==> src/rtl/axil_cmd_mgr_if.sv <==
// AXI-Lite manager-side bus bundle for axil_cmd_mgr.
// The master modport is the command manager; the slave modport is the peripheral side.
interface axil_cmd_mgr_if #(
  parameter int unsigned ADDR_WIDTH = 7
);
  logic [ADDR_WIDTH-1:0] m_axil_awaddr;
  logic [2:0]            m_axil_awprot;
  logic                  m_axil_awvalid;
  logic                  m_axil_awready;
  logic [31:0]           m_axil_wdata;
  logic [3:0]            m_axil_wstrb;
  logic                  m_axil_wvalid;
  logic                  m_axil_wready;
  logic [1:0]            m_axil_bresp;
  logic                  m_axil_bvalid;
  logic                  m_axil_bready;
  logic [ADDR_WIDTH-1:0] m_axil_araddr;
  logic [2:0]            m_axil_arprot;
  logic                  m_axil_arvalid;
  logic                  m_axil_arready;
  logic [31:0]           m_axil_rdata;
  logic [1:0]            m_axil_rresp;
  logic                  m_axil_rvalid;
  logic                  m_axil_rready;

  modport master (
    output m_axil_awaddr, m_axil_awprot, m_axil_awvalid, input m_axil_awready,
    output m_axil_wdata, m_axil_wstrb, m_axil_wvalid, input m_axil_wready,
    input m_axil_bresp, m_axil_bvalid, output m_axil_bready,
    output m_axil_araddr, m_axil_arprot, m_axil_arvalid, input m_axil_arready,
    input m_axil_rdata, m_axil_rresp, m_axil_rvalid, output m_axil_rready
  );

  modport slave (
    input m_axil_awaddr, m_axil_awprot, m_axil_awvalid, output m_axil_awready,
    input m_axil_wdata, m_axil_wstrb, m_axil_wvalid, output m_axil_wready,
    output m_axil_bresp, m_axil_bvalid, input m_axil_bready,
    input m_axil_araddr, m_axil_arprot, m_axil_arvalid, output m_axil_arready,
    output m_axil_rdata, m_axil_rresp, m_axil_rvalid, input m_axil_rready
  );
endinterface

==> src/rtl/axil_cmd_mgr.sv <==
// Single-outstanding command-to-AXI-Lite manager with per-phase timeout.
// All AXI and response outputs come straight from flops.
module axil_cmd_mgr #(
  parameter int unsigned ADDR_WIDTH  = 7,
  parameter int unsigned TIMEOUT_CYC = 1024
) (
  input  logic                  clk100,
  input  logic                  rstn,
  input  logic                  cmd_valid,
  output logic                  cmd_ready,
  input  logic                  cmd_wr,
  input  logic [ADDR_WIDTH-1:0] cmd_addr,
  input  logic [31:0]           cmd_wdata,
  input  logic [3:0]            cmd_wstrb,
  output logic                  rsp_valid,
  input  logic                  rsp_ready,
  output logic [31:0]           rsp_rdata,
  output logic [1:0]            rsp_resp,
  output logic                  rsp_timeout,
  output logic                  busy,
  axil_cmd_mgr_if.master        m_axil
);

  typedef enum logic [2:0] {IDLE, WR_REQ, WR_RESP, RD_REQ, RD_DATA, RSP} state_t;

  localparam logic [15:0] TO_LAST = 16'(TIMEOUT_CYC - 1);

  state_t                state_q, state_d;
  logic [15:0]           cnt_q, cnt_d;
  logic                  cmd_ready_q, cmd_ready_d;
  logic [ADDR_WIDTH-1:0] addr_q, addr_d;
  logic [31:0]           wdata_q, wdata_d;
  logic [3:0]            wstrb_q, wstrb_d;
  logic                  awvalid_q, awvalid_d;
  logic                  wvalid_q, wvalid_d;
  logic                  bready_q, bready_d;
  logic                  arvalid_q, arvalid_d;
  logic                  rready_q, rready_d;
  logic                  rsp_valid_q, rsp_valid_d;
  logic [31:0]           rsp_rdata_q, rsp_rdata_d;
  logic [1:0]            rsp_resp_q, rsp_resp_d;
  logic                  rsp_timeout_q, rsp_timeout_d;
  logic                  phase_to;
  logic                  aw_left, w_left;

  always_comb begin
    state_d       = state_q;
    addr_d        = addr_q;
    wdata_d       = wdata_q;
    wstrb_d       = wstrb_q;
    awvalid_d     = awvalid_q;
    wvalid_d      = wvalid_q;
    bready_d      = bready_q;
    arvalid_d     = arvalid_q;
    rready_d      = rready_q;
    rsp_valid_d   = rsp_valid_q;
    rsp_rdata_d   = rsp_rdata_q;
    rsp_resp_d    = rsp_resp_q;
    rsp_timeout_d = rsp_timeout_q;
    phase_to      = (cnt_q == TO_LAST);
    aw_left       = awvalid_q && !m_axil.m_axil_awready;
    w_left        = wvalid_q && !m_axil.m_axil_wready;

    unique case (state_q)
      IDLE: begin
        if (cmd_valid && cmd_ready_q) begin
          addr_d  = cmd_addr;
          wdata_d = cmd_wdata;
          wstrb_d = cmd_wstrb;
          if (cmd_wr) begin
            awvalid_d = 1'b1;
            wvalid_d  = 1'b1;
            state_d   = WR_REQ;
          end else begin
            arvalid_d = 1'b1;
            state_d   = RD_REQ;
          end
        end
      end
      WR_REQ: begin
        awvalid_d = aw_left;
        wvalid_d  = w_left;
        if (!aw_left && !w_left) begin
          bready_d = 1'b1;
          state_d  = WR_RESP;
        end else if (phase_to) begin
          state_d = RSP;
        end
      end
      WR_RESP: begin
        if (m_axil.m_axil_bvalid) begin
          bready_d      = 1'b0;
          rsp_valid_d   = 1'b1;
          rsp_rdata_d   = '0;
          rsp_resp_d    = m_axil.m_axil_bresp;
          rsp_timeout_d = 1'b0;
          state_d       = RSP;
        end else if (phase_to) begin
          state_d = RSP;
        end
      end
      RD_REQ: begin
        if (m_axil.m_axil_arready) begin
          arvalid_d = 1'b0;
          rready_d  = 1'b1;
          state_d   = RD_DATA;
        end else if (phase_to) begin
          state_d = RSP;
        end
      end
      RD_DATA: begin
        if (m_axil.m_axil_rvalid) begin
          rready_d      = 1'b0;
          rsp_valid_d   = 1'b1;
          rsp_rdata_d   = m_axil.m_axil_rdata;
          rsp_resp_d    = m_axil.m_axil_rresp;
          rsp_timeout_d = 1'b0;
          state_d       = RSP;
        end else if (phase_to) begin
          state_d = RSP;
        end
      end
      RSP: begin
        if (rsp_ready) begin
          rsp_valid_d = 1'b0;
          state_d     = IDLE;
        end
      end
      default: state_d = IDLE;
    endcase

    // A phase that jumps to RSP without a response captured above timed out.
    if (state_d == RSP && !rsp_valid_d) begin
      awvalid_d     = 1'b0;
      wvalid_d      = 1'b0;
      bready_d      = 1'b0;
      arvalid_d     = 1'b0;
      rready_d      = 1'b0;
      rsp_valid_d   = 1'b1;
      rsp_rdata_d   = '0;
      rsp_resp_d    = 2'b10;
      rsp_timeout_d = 1'b1;
    end

    if (state_d != state_q)
      cnt_d = '0;
    else if (state_q inside {WR_REQ, WR_RESP, RD_REQ, RD_DATA})
      cnt_d = cnt_q + 16'd1;
    else
      cnt_d = cnt_q;

    cmd_ready_d = (state_d == IDLE);
  end

  always_ff @(posedge clk100 or negedge rstn) begin
    if (!rstn) begin
      state_q       <= IDLE;
      cnt_q         <= '0;
      cmd_ready_q   <= 1'b0;
      addr_q        <= '0;
      wdata_q       <= '0;
      wstrb_q       <= '0;
      awvalid_q     <= 1'b0;
      wvalid_q      <= 1'b0;
      bready_q      <= 1'b0;
      arvalid_q     <= 1'b0;
      rready_q      <= 1'b0;
      rsp_valid_q   <= 1'b0;
      rsp_rdata_q   <= '0;
      rsp_resp_q    <= '0;
      rsp_timeout_q <= 1'b0;
    end else begin
      state_q       <= state_d;
      cnt_q         <= cnt_d;
      cmd_ready_q   <= cmd_ready_d;
      addr_q        <= addr_d;
      wdata_q       <= wdata_d;
      wstrb_q       <= wstrb_d;
      awvalid_q     <= awvalid_d;
      wvalid_q      <= wvalid_d;
      bready_q      <= bready_d;
      arvalid_q     <= arvalid_d;
      rready_q      <= rready_d;
      rsp_valid_q   <= rsp_valid_d;
      rsp_rdata_q   <= rsp_rdata_d;
      rsp_resp_q    <= rsp_resp_d;
      rsp_timeout_q <= rsp_timeout_d;
    end
  end

  assign cmd_ready   = cmd_ready_q;
  assign busy        = (state_q != IDLE);
  assign rsp_valid   = rsp_valid_q;
  assign rsp_rdata   = rsp_rdata_q;
  assign rsp_resp    = rsp_resp_q;
  assign rsp_timeout = rsp_timeout_q;

  assign m_axil.m_axil_awaddr  = addr_q;
  assign m_axil.m_axil_awprot  = '0;
  assign m_axil.m_axil_awvalid = awvalid_q;
  assign m_axil.m_axil_wdata   = wdata_q;
  assign m_axil.m_axil_wstrb   = wstrb_q;
  assign m_axil.m_axil_wvalid  = wvalid_q;
  assign m_axil.m_axil_bready  = bready_q;
  assign m_axil.m_axil_araddr  = addr_q;
  assign m_axil.m_axil_arprot  = '0;
  assign m_axil.m_axil_arvalid = arvalid_q;
  assign m_axil.m_axil_rready  = rready_q;

endmodule

==> src/flat_wrapper.sv <==
// flat-port wrapper written by rule: the top's interface ports become plain ports
module axil_cmd_mgr_flat 
#(
  parameter int unsigned ADDR_WIDTH  = 7,
  parameter int unsigned TIMEOUT_CYC = 1024
)
  (clk100, rstn, cmd_valid, cmd_ready, cmd_wr, cmd_addr, cmd_wdata, cmd_wstrb, rsp_valid, rsp_ready, rsp_rdata, rsp_resp, rsp_timeout, busy, m_axil_m_axil_awaddr, m_axil_m_axil_awprot, m_axil_m_axil_awvalid, m_axil_m_axil_awready, m_axil_m_axil_wdata, m_axil_m_axil_wstrb, m_axil_m_axil_wvalid, m_axil_m_axil_wready, m_axil_m_axil_bresp, m_axil_m_axil_bvalid, m_axil_m_axil_bready, m_axil_m_axil_araddr, m_axil_m_axil_arprot, m_axil_m_axil_arvalid, m_axil_m_axil_arready, m_axil_m_axil_rdata, m_axil_m_axil_rresp, m_axil_m_axil_rvalid, m_axil_m_axil_rready);
  axil_cmd_mgr_if #(.ADDR_WIDTH(ADDR_WIDTH)) m_axil_i ();
  input  logic clk100;
  input  logic rstn;
  input  logic cmd_valid;
  output logic cmd_ready;
  input  logic cmd_wr;
  input  logic [ADDR_WIDTH-1:0] cmd_addr;
  input  logic [31:0] cmd_wdata;
  input  logic [3:0] cmd_wstrb;
  output logic rsp_valid;
  input  logic rsp_ready;
  output logic [31:0] rsp_rdata;
  output logic [1:0] rsp_resp;
  output logic rsp_timeout;
  output logic busy;
  output wire logic [$bits(m_axil_i.m_axil_awaddr)-1:0] m_axil_m_axil_awaddr;
  output wire logic [$bits(m_axil_i.m_axil_awprot)-1:0] m_axil_m_axil_awprot;
  output wire logic [$bits(m_axil_i.m_axil_awvalid)-1:0] m_axil_m_axil_awvalid;
  input wire logic [$bits(m_axil_i.m_axil_awready)-1:0] m_axil_m_axil_awready;
  output wire logic [$bits(m_axil_i.m_axil_wdata)-1:0] m_axil_m_axil_wdata;
  output wire logic [$bits(m_axil_i.m_axil_wstrb)-1:0] m_axil_m_axil_wstrb;
  output wire logic [$bits(m_axil_i.m_axil_wvalid)-1:0] m_axil_m_axil_wvalid;
  input wire logic [$bits(m_axil_i.m_axil_wready)-1:0] m_axil_m_axil_wready;
  input wire logic [$bits(m_axil_i.m_axil_bresp)-1:0] m_axil_m_axil_bresp;
  input wire logic [$bits(m_axil_i.m_axil_bvalid)-1:0] m_axil_m_axil_bvalid;
  output wire logic [$bits(m_axil_i.m_axil_bready)-1:0] m_axil_m_axil_bready;
  output wire logic [$bits(m_axil_i.m_axil_araddr)-1:0] m_axil_m_axil_araddr;
  output wire logic [$bits(m_axil_i.m_axil_arprot)-1:0] m_axil_m_axil_arprot;
  output wire logic [$bits(m_axil_i.m_axil_arvalid)-1:0] m_axil_m_axil_arvalid;
  input wire logic [$bits(m_axil_i.m_axil_arready)-1:0] m_axil_m_axil_arready;
  input wire logic [$bits(m_axil_i.m_axil_rdata)-1:0] m_axil_m_axil_rdata;
  input wire logic [$bits(m_axil_i.m_axil_rresp)-1:0] m_axil_m_axil_rresp;
  input wire logic [$bits(m_axil_i.m_axil_rvalid)-1:0] m_axil_m_axil_rvalid;
  output wire logic [$bits(m_axil_i.m_axil_rready)-1:0] m_axil_m_axil_rready;
  assign m_axil_m_axil_awaddr = m_axil_i.m_axil_awaddr;
  assign m_axil_m_axil_awprot = m_axil_i.m_axil_awprot;
  assign m_axil_m_axil_awvalid = m_axil_i.m_axil_awvalid;
  assign m_axil_i.m_axil_awready = m_axil_m_axil_awready;
  assign m_axil_m_axil_wdata = m_axil_i.m_axil_wdata;
  assign m_axil_m_axil_wstrb = m_axil_i.m_axil_wstrb;
  assign m_axil_m_axil_wvalid = m_axil_i.m_axil_wvalid;
  assign m_axil_i.m_axil_wready = m_axil_m_axil_wready;
  assign m_axil_i.m_axil_bresp = m_axil_m_axil_bresp;
  assign m_axil_i.m_axil_bvalid = m_axil_m_axil_bvalid;
  assign m_axil_m_axil_bready = m_axil_i.m_axil_bready;
  assign m_axil_m_axil_araddr = m_axil_i.m_axil_araddr;
  assign m_axil_m_axil_arprot = m_axil_i.m_axil_arprot;
  assign m_axil_m_axil_arvalid = m_axil_i.m_axil_arvalid;
  assign m_axil_i.m_axil_arready = m_axil_m_axil_arready;
  assign m_axil_i.m_axil_rdata = m_axil_m_axil_rdata;
  assign m_axil_i.m_axil_rresp = m_axil_m_axil_rresp;
  assign m_axil_i.m_axil_rvalid = m_axil_m_axil_rvalid;
  assign m_axil_m_axil_rready = m_axil_i.m_axil_rready;
  axil_cmd_mgr #(.ADDR_WIDTH(ADDR_WIDTH), .TIMEOUT_CYC(TIMEOUT_CYC)) u_core (.clk100(clk100), .rstn(rstn), .cmd_valid(cmd_valid), .cmd_ready(cmd_ready), .cmd_wr(cmd_wr), .cmd_addr(cmd_addr), .cmd_wdata(cmd_wdata), .cmd_wstrb(cmd_wstrb), .rsp_valid(rsp_valid), .rsp_ready(rsp_ready), .rsp_rdata(rsp_rdata), .rsp_resp(rsp_resp), .rsp_timeout(rsp_timeout), .busy(busy), .m_axil(m_axil_i));
endmodule
==> config.mk <==
export PLATFORM = sky130hd
export DESIGN_NAME = axil_cmd_mgr_flat
export DESIGN_NICKNAME = d
export VERILOG_FILES = /design/src/rtl/axil_cmd_mgr_if.sv /design/src/rtl/axil_cmd_mgr.sv /design/src/flat_wrapper.sv
export SDC_FILE = /design/constraint.sdc
export NUM_CORES = 1
export LEC_CHECK = 0
export BUFFER_PORTS_ARGS = -buffer_cell sky130_fd_sc_hd__buf_2
export CAP_MARGIN = 10
export CORE_MARGIN = 8
export CORE_UTILIZATION = 49
export CTS_CLUSTER_DIAMETER = 50
export DETAILED_ROUTE_END_ITERATION = 10
export GPL_TIMING_DRIVEN = 1
export PLACE_DENSITY_LB_ADDON = 0.2
export SLEW_MARGIN = 20
export SYNTH_ARGS = -nofsm -noshare
export SYNTH_HDL_FRONTEND = slang
export SYNTH_SLANG_ARGS = --single-unit
==> constraint.sdc <==
create_clock -name clk100 -period 2.4 [get_ports clk100]
set_input_delay 0.48 -clock clk100 [delete_from_list [all_inputs] [get_ports clk100]]
set_output_delay 0.48 -clock clk100 [all_outputs]
set_load 0.02 [all_outputs]
==> reports/results.ini, run 1 <==
[critical_path]
max_stage_delay_ps=640
cp_num_buf_inv=2
endpoint_kind=output pin
required_ps=1920
cp_cell_sequence=nor3_1 -> inv_1 -> buf_2
cp_max_fo=22
path_delay_family=flip-flops
crit_type=reg -> out
cp_slowest_cell=dfrtp_1
reg2reg_slack_ps=210
worstPathArrival_ps=1740
crit_path_start_kind=register

[cells_and_area]
fin_cells=730
final_layout_size_suffix_gt1_share_pct=43.9
final_cell_mix=buf_2 (180), dfrtp_1 (104), a21oi_1 (45)
area_growth_pct=27.5
layout.nets=679
final_common_cell=buf_2

[synthesis]
syn_area_sq_um=4740
syn_avg_cell_area_sq_um=11.3
synthDistinctLibCells=50
synthMuxAreaShare_pct=11.1
synth-seq-cells=104
ys_seq_area_share_pct=54.9
synth_compound_area_share_pct=14.7
synth_fa_ha_area_share_pct=0.264
synthCells=420
synth_top_family_by_area=compound AO/OA/AOI/OAI gates
synth_xor_area_share_pct=2.77
ys.warnings.count=0
synthSimpleGateAreaFrac_pct=10.6

[timing]
whs_ps=138
min_period_ps=2220
setup_viol=0
final-hold-violation-count=0
rsz0062_at_grt=false
slew_viol_final=0
setup_tns_ps=0
max_freq_ghz=0.450
skew_ps=13.4
finalCritPeriodShare_pct=92.7
worst-slew-pin-transition_ps=666
relSlewSlack_pct=55.6

[power]
power_density_nw_per_um2=1390
ir_worst_vdd_v=0.000748
leakage_nw=2.92

[route]
vias=3886
top_layer=met5
routedWlPerCell_um=17.6
drtAntennaViolNets=0
drt_iter0_markers=177
wl_met3_um=837
wl_met2_um=6720
post-route-drc-count=0
drt-met1-wl_um=5160
drt_wl_total_um=12800
via_per_inst=5.32
firstDrtPassIters=5

[clocking]
post_cts_buffers=0
clk_latency_ps=360
clockBufferDepth=2
root_buffer=clkbuf_8
cts.sinks=104
cts_made_buffers=9
path_clk_slew_ps=100
post_cts_resize_count=0
cts_hold_buf=0
htree_levels=3
cts_tree=done

[run_status]
status=complete, no violations

[floorplanning]
core-area_sq_um=9590
die_h_um=114
rows=36
die_area_sq_um=13100
die_x_um=114
start_util_pct=49.4
ios=188

[global_route]
grt_antenna_before_repair=3
grt_usage_pct=19.9
grt_pass1_vias=4155
grt_pass1_wl_um=20900
overflow=0
grt_start_max_net_pins=51

[placed_design]
hpwl_um=9570
place.gp.congestion=0.833
dpl.cell_count=711
io_buffers=181

[run]
maxCapViolations=0

[hold_path]
hp-class=in -> async

## synthesized netlist by cell type (all sizes together)
cell type	n	area share (%)
dfrtp	104	55
a21oi	46	5.1
mux2	43	10
a22oi	33	5.2
buf	31	4.2
nor3	27	3.0
nand2	17	1.3
nor2	17	1.3
xnor2	14	2.6
clkbuf	11	0.87
inv	7	0.55
nand2b	7	0.92
nand3	7	0.74
o21ai	6	0.63
a31oi	4	0.53
mux2i	4	0.84
nand4	4	0.53
a21o	3	0.47
and2	3	0.40
a21boi	2	0.32
a2bb2oi	2	0.37
nand3b	2	0.32
nor2b	2	0.26
nor3b	2	0.32
nor4	2	0.58
a211o	1	0.18
a211oi	1	0.16
a221o	1	0.21
a22o	1	0.18
a31o	1	0.18
a32oi	1	0.18
and3	1	0.13
and4	1	0.18
conb	1	0.079
ha	1	0.26
o211a	1	0.21
o211ai	1	0.16
o21a	1	0.16
o22ai	1	0.13
o31a	1	0.18
o31ai	1	0.16
or2	1	0.13
or3	1	0.13
or4b	1	0.29
xor2	1	0.18
## cell families (layout without fill, tap and decap cells)
group / after synthesis / after routing
compound gates: 108 / 108
flops: 104 / 104
simple gates: 95 / 95
buf+inv: 49 / 218
mux: 47 / 47
xor+xnor: 15 / 15
fa+ha+maj: 1 / 1
other cells: 1 / 9
## cell type report
| cell class | instances | area, sq um |
|---|---|---|
| Fill cell | 815 | 3550 |
| Sequential cell | 104 | 2600 |
| Multi-Input combinational cell | 272 | 1910 |
| Timing Repair Buffer | 195 | 1090 |
| Tap cell | 133 | 166 |
| Clock buffer | 11 | 141 |
| Clock inverter | 5 | 110 |
| Inverter | 7 | 26.3 |
| Antenna cell | 3 | 7.51 |
## final timing paths
path / end / cells past startpoint / from
max: busy / 3 / u_core.state_q[1]$_DFF_PN0_
min: u_core.cmd_ready$_DFF_PN0_ / 1 / rstn
max reg2reg: u_core.m_axil.m_axil_rready$_DFFE_PN0P_ / 7 / u_core.cnt_q[0]$_DFFE_PN0P_
min reg2reg: u_core.m_axil.m_axil_wdata[10]$_DFFE_PN0P_ / 1 / u_core.m_axil.m_axil_wdata[10]$_DFFE_PN0P_
max in group asynchronous: u_core.rsp_rdata[22]$_DFFE_PN0P_ / 2 / rstn
min in group clk100: u_core.m_axil.m_axil_araddr[5]$_DFFE_PN0P_ / 2 / cmd_addr[5]
## power breakdown
part / switching, mW / total (mW) / internal [mW]
registers: 0.495 / 2.98 / 2.48
clock network: 0.606 / 1.34 / 0.734
logic: 2.45 / 4.08 / 1.63
total: 3.55 / 8.40 / 4.84
## flip-flops by register name, indices dropped and copies added, names as in the netlist, 2 cells and up
register	flops
u_core.cnt_q	16
u_core.rsp_resp	2
u_core.state_q	3
u_core.m_axil.m_axil_wdata	32
u_core.rsp_rdata	32
u_core.m_axil.m_axil_araddr	7
u_core.m_axil.m_axil_wstrb	4
## through the flow
step                worst slack [ps]  utilization, %  power [mW]  instance area (sq um)
finish                           175            63.0        8.40                   6050
global route                    17.9            63.0        8.94                   6050
CTS                              100            63.0        8.48                   6040
detailed placement               137            60.3        7.12                   5790
global placement                 176            60.3        7.01                   5790
floorplan                        322               -        5.72                   4760
## metal layers
metal	GRT usage (%)	vias to the layer above
met5	2.07	-
met4	6.30	2
met3	5.27	11
met2	34.2	124
met1	23.5	1922
li1	-	1827
Note: power is estimated with default switching activity, not from simulation.
==> run 2: changes to the inputs <==
BUFFER_PORTS_ARGS = default   (was -buffer_cell sky130_fd_sc_hd__buf_2)
CORE_UTILIZATION = 60   (was 49)
DONT_BUFFER_PORTS = 1   (was default)
PLACE_DENSITY = 0.8   (was default)
PLACE_DENSITY_LB_ADDON = default   (was 0.2)
==> run 2 against run 1 <==
- the flow now finishes with violations (hold timing)
- critical endpoint is now u_core.m_axil.m_axil_rready$_DFFE_PN0P_
- sequential cell count stayed put
- power is 12% lower
- hold slack worse by 330 ps
- worst setup slack better by 48 ps
- register-to-register slack hardly changed
==> reports/results.ini, run 2 (same netlist as run 1, synthesis figures left out) <==
[run_status]
status=complete, but fails checks
violations=hold timing

[critical_path]
cp_max_fo=40
worstPathArrival_ps=2410
cp_slowest_cell=or4b_4
startpoint=u_core.cnt_q[0]$_DFFE_PN0P_
required_ps=2630
path_delay_family=simple AND/OR/NAND/NOR gates
endpoint_kind=register
max_stage_delay_ps=480
crit_path_start_kind=register
cp.depth=7
cp_cell_sequence=ha_1 -> or4b_4 -> nor4_4 -> nor2_1 -> nor3_4 -> buf_12 -> a22oi_1
r2r_start=u_core.cnt_q[0]$_DFFE_PN0P_
cp_num_buf_inv=1
crit_type=reg -> reg
r2r_cells=7

[floorplanning]
start_util_pct=61.7
die_x_um=105
rows=32
core-area_sq_um=7690
ios=188
die_area_sq_um=11000
die_h_um=105

[route]
wl_met2_um=5670
top_layer=met4
vias=3244
wl_met3_um=1170
drt_wl_total_um=11300
firstDrtPassIters=5
via_per_inst=6.26
drtAntennaViolNets=0
drt-met1-wl_um=4270
drt_iter0_markers=232
routedWlPerCell_um=21.7
post-route-drc-count=0

[clocking]
cts_tree=done
cts_made_buffers=9
path_clk_slew_ps=100
root_buffer=clkbuf_8
post_cts_resize_count=0
clockBufferDepth=2
htree_levels=3
clk_latency_ps=360
cts.sinks=104

[placed_design]
hpwl_um=8180
io_buffers=0
place.gp.congestion=0.916

[cells_and_area]
final_layout_size_suffix_gt1_share_pct=20.0
final_cell_mix=dfrtp_1 (104), a21oi_1 (45), mux2_2 (43)
final_common_cell=dfrtp_1
layout.nets=501
num-fill-cells=580
area_growth_pct=6.31
diodes=0
regArea_sq_um=2600
multiInputGateArea_sq_um=1910

[timing]
max_freq_ghz=0.460
whs_ps=-194
min_period_ps=2180
worst-slew-pin-transition_ps=523
slew_viol_final=0
relSlewSlack_pct=65.1
finalCritPeriodShare_pct=90.7
setup_viol=0
setup_tns_ps=0
skew_ps=12.3
rsz0062_at_grt=false
final-hold-violation-count=104

[global_route]
grt_antenna_before_repair=0
grt_start_max_net_pins=105
grt_usage_pct=20.2
grt_pass1_wl_um=18100
grt_pass1_vias=3411
overflow=0

[run]
maxCapViolations=0

[power]
power_density_nw_per_um2=1470
ir_worst_vdd_v=0.000742
leakage_nw=2.15

[hold_path]
hp-class=in -> async

[run 2: metal layers]
metal  track usage (%)  up-vias
met5                 0        -
met4              6.73        0
met3              8.54       11
met2              33.3      141
met1              23.3     1618
li1                  -     1474
[run 2: final timing paths]
check,endpoint,slack [ps]
worst max register to register,u_core.m_axil.m_axil_rready$_DFFE_PN0P_,220
worst min-delay path,u_core.cmd_ready$_DFF_PN0_,-190
max in group asynchronous,u_core.rsp_rdata[18]$_DFFE_PN0P_,2420
min in group clk100,u_core.m_axil.m_axil_wdata[21]$_DFFE_PN0P_,260
worst max-delay path,u_core.m_axil.m_axil_rready$_DFFE_PN0P_,220
worst min register to register,u_core.cnt_q[15]$_DFFE_PN0P_,580
[run 2: repair_timing]
item / in CTS / in global routing
hold endpoints to repair: 104 / 104
setup endpoints to repair: 0 / 28
buffers inserted: 0 / 0
[run 2: where the power goes]
part | switching, mW | internal, mW
combinational | 1.15 | 1.15
clock | 0.631 | 0.404
sequential | 1.59 | 2.47
[run 2: worst reg2reg max path, stage by stage, from the launching register on]
cell and delay (ps):
dfrtp_1 390, ha_1 200, or4b_4 480, nor4_4 290
nor2_1 140, nor3_4 220, buf_12 220, a22oi_1 120
[run 2: metrics by stage]
| stage | cells | util (%) | area (sq um) | total power [mW] | setup slack, ps |
|---|---|---|---|---|---|
| 2_1_floorplan | 425 | - | 4760 | 5.72 | 322 |
| 3_3_place_gp | 502 | 63.1 | 4850 | 6.27 | 161 |
| 3_5_place_dp | 502 | 63.1 | 4850 | 6.41 | 93.8 |
| 4_1_cts | 518 | 65.6 | 5040 | 7.45 | 82.5 |
| 5_1_grt | 518 | 65.6 | 5040 | 7.83 | 65.7 |
| 6_report | 518 | 65.6 | 5040 | 7.39 | 224 |
[run 2: layout make-up]
class,count,area share (%)
clock buffers,10,2.53
inverters,7,0.521
multi-input cells,272,37.8
repair buffers,17,3.77
flip-flops and latches,104,51.6
well taps,102,2.53
clock inverters,6,1.22
==> run 3: changes to the inputs <==
PLACE_DENSITY = 0.74   (was 0.8)
RECOVER_POWER = 50   (was default)
==> run 3 against run 2 <==
- sequential share of layout area increased by 0.17 points
- clock power about the same
- combinational power decreased by 2%
- maximum frequency decreased by 1.9%
- sequential cell count unchanged
- final cell count decreased by 0.39%
- final area decreased by 0.32%
- die area unchanged
- largest power group unchanged
- worst setup slack got worse by 43 ps
- the flow still finishes with violations (hold timing)
- largest cell class unchanged
- sequential power about the same
==> reports/results.ini, run 3 (same netlist as run 1, synthesis figures left out) <==
[critical_path]
endpoint_kind=output pin
crit_path_start_kind=register
crit_type=reg -> out
worstPathArrival_ps=1740
required_ps=1920
cp_max_fo=14
reg2reg_slack_ps=240

[cells_and_area]
final_layout_size_suffix_gt1_share_pct=19.8
multiInputGateArea_sq_um=1910
final_common_cell=dfrtp_1
num-fill-cells=601
diodes=0
regArea_sq_um=2600
layout.nets=499
fin_area_sq_um=5020
area_growth_pct=5.96
final_cell_mix=dfrtp_1 (104), a21oi_1 (45), mux2_2 (43)

[clocking]
cts_made_buffers=9
cts.sinks=104
clk_latency_ps=370
htree_levels=3
post_cts_buffers=0
root_buffer=clkbuf_8
clockBufferDepth=2
post_cts_resize_count=0
cts_tree=done
path_clk_slew_ps=100

[global_route]
grt_antenna_before_repair=0
grt_pass1_wl_um=17900
overflow=0
grt_pass1_vias=3272
top_usage_layer=met2
gr-usage-met2_pct=34.3
grt_usage_pct=20.2
grt_start_max_net_pins=105
gr-usage-met1_pct=22.6
use_met3_pct=8.66

[timing]
whs_ps=-200
rsz0062_at_grt=false
skew_ps=9.68
setup_viol=0
setup_tns_ps=0
finalCritPeriodShare_pct=92.5
final-hold-violation-count=104
min_period_ps=2220
relSlewSlack_pct=63.7
slew_viol_final=0
setup_slack_ps=181
worst-slew-pin-transition_ps=544
max_freq_ghz=0.451

[power]
power_density_nw_per_um2=1470
ir_worst_vdd_v=0.000754
leakage_nw=2.15

[placed_design]
dp_slack_ps=123
hpwl_um=8200
place.gp.congestion=0.838
dpl_cell_area_sq_um=4840
io_buffers=0

[floorplanning]
rows=32
core-area_sq_um=7690
die_h_um=105
ios=188
start_util_pct=61.7
die_area_sq_um=11000
die_x_um=105

[hold_path]
hp-class=in -> async

[route]
drt_iter0_markers=145
via_per_inst=6.24
drtAntennaViolNets=0
vias=3218
routedWlPerCell_um=22.1
firstDrtPassIters=4
drt_wl_total_um=11400
post-route-drc-count=0

[run_status]
status=complete, but fails checks
violations=hold timing

[run]
maxCapViolations=0

[run 3: cell count changes in the layout (fill, tap and decap cells not counted), sizes merged]
cell	previous run	this run
clkinv	2	4
buf	17	15
clkinvlp	1	0
clkbuf	10	9
[run 3: per-stage QoR]
step                util, %  instances  power (mW)
floorplan                 -        425        5.72
global placement       62.9        500        6.27
detailed placement     62.9        500        6.37
CTS                    65.4        516        7.41
global route           65.4        516        7.77
finish                 65.4        516        7.36
[run 3: cell type report]
| cell class | count | area share (%) |
|---|---|---|
| sequential | 104 | 51.8 |
| multi-input combinational | 272 | 37.9 |
| timing repair buffer | 15 | 3.49 |
| tap | 102 | 2.54 |
| clock buffer | 9 | 2.47 |
| clock inverter | 7 | 1.27 |
| inverter | 7 | 0.523 |
[run 3: per-layer routing]
layer / vias to the layer above / wire length, um
li1: 1470 / -
met1: 1608 / 4300
met2: 129 / 5890
met3: 11 / 1090
met4: 0 / 136
met5: - / 0
[run 3: worst max-delay path, cell delays in order, from the launching register on]
cell and delay [ps]:
dfrtp_1 530, buf_4 220, nor3_1 270, inv_1 160, buf_4 190
[run 3: power breakdown]
part,internal [mW],total (mW),switching (mW)
logic,1.11,2.25,1.14
clock network,0.399,1.04,0.643
registers,2.47,4.07,1.60
total,3.99,7.36,3.38
[run 3: final timing paths]
kind	depth (start not counted)	to	startpoint
setup / recovery	4	busy	u_core.state_q[2]$_DFF_PN0_
hold / removal	0	u_core.state_q[0]$_DFF_PN0_	rstn
setup reg to reg	7	u_core.m_axil.m_axil_rready$_DFFE_PN0P_	u_core.cnt_q[0]$_DFFE_PN0P_
hold reg to reg	2	u_core.cnt_q[3]$_DFFE_PN0P_	u_core.cnt_q[3]$_DFFE_PN0P_
max in group asynchronous	0	u_core.rsp_rdata[19]$_DFFE_PN0P_	rstn
min in group clk100	1	u_core.m_axil.m_axil_wdata[17]$_DFFE_PN0P_	cmd_wdata[17]
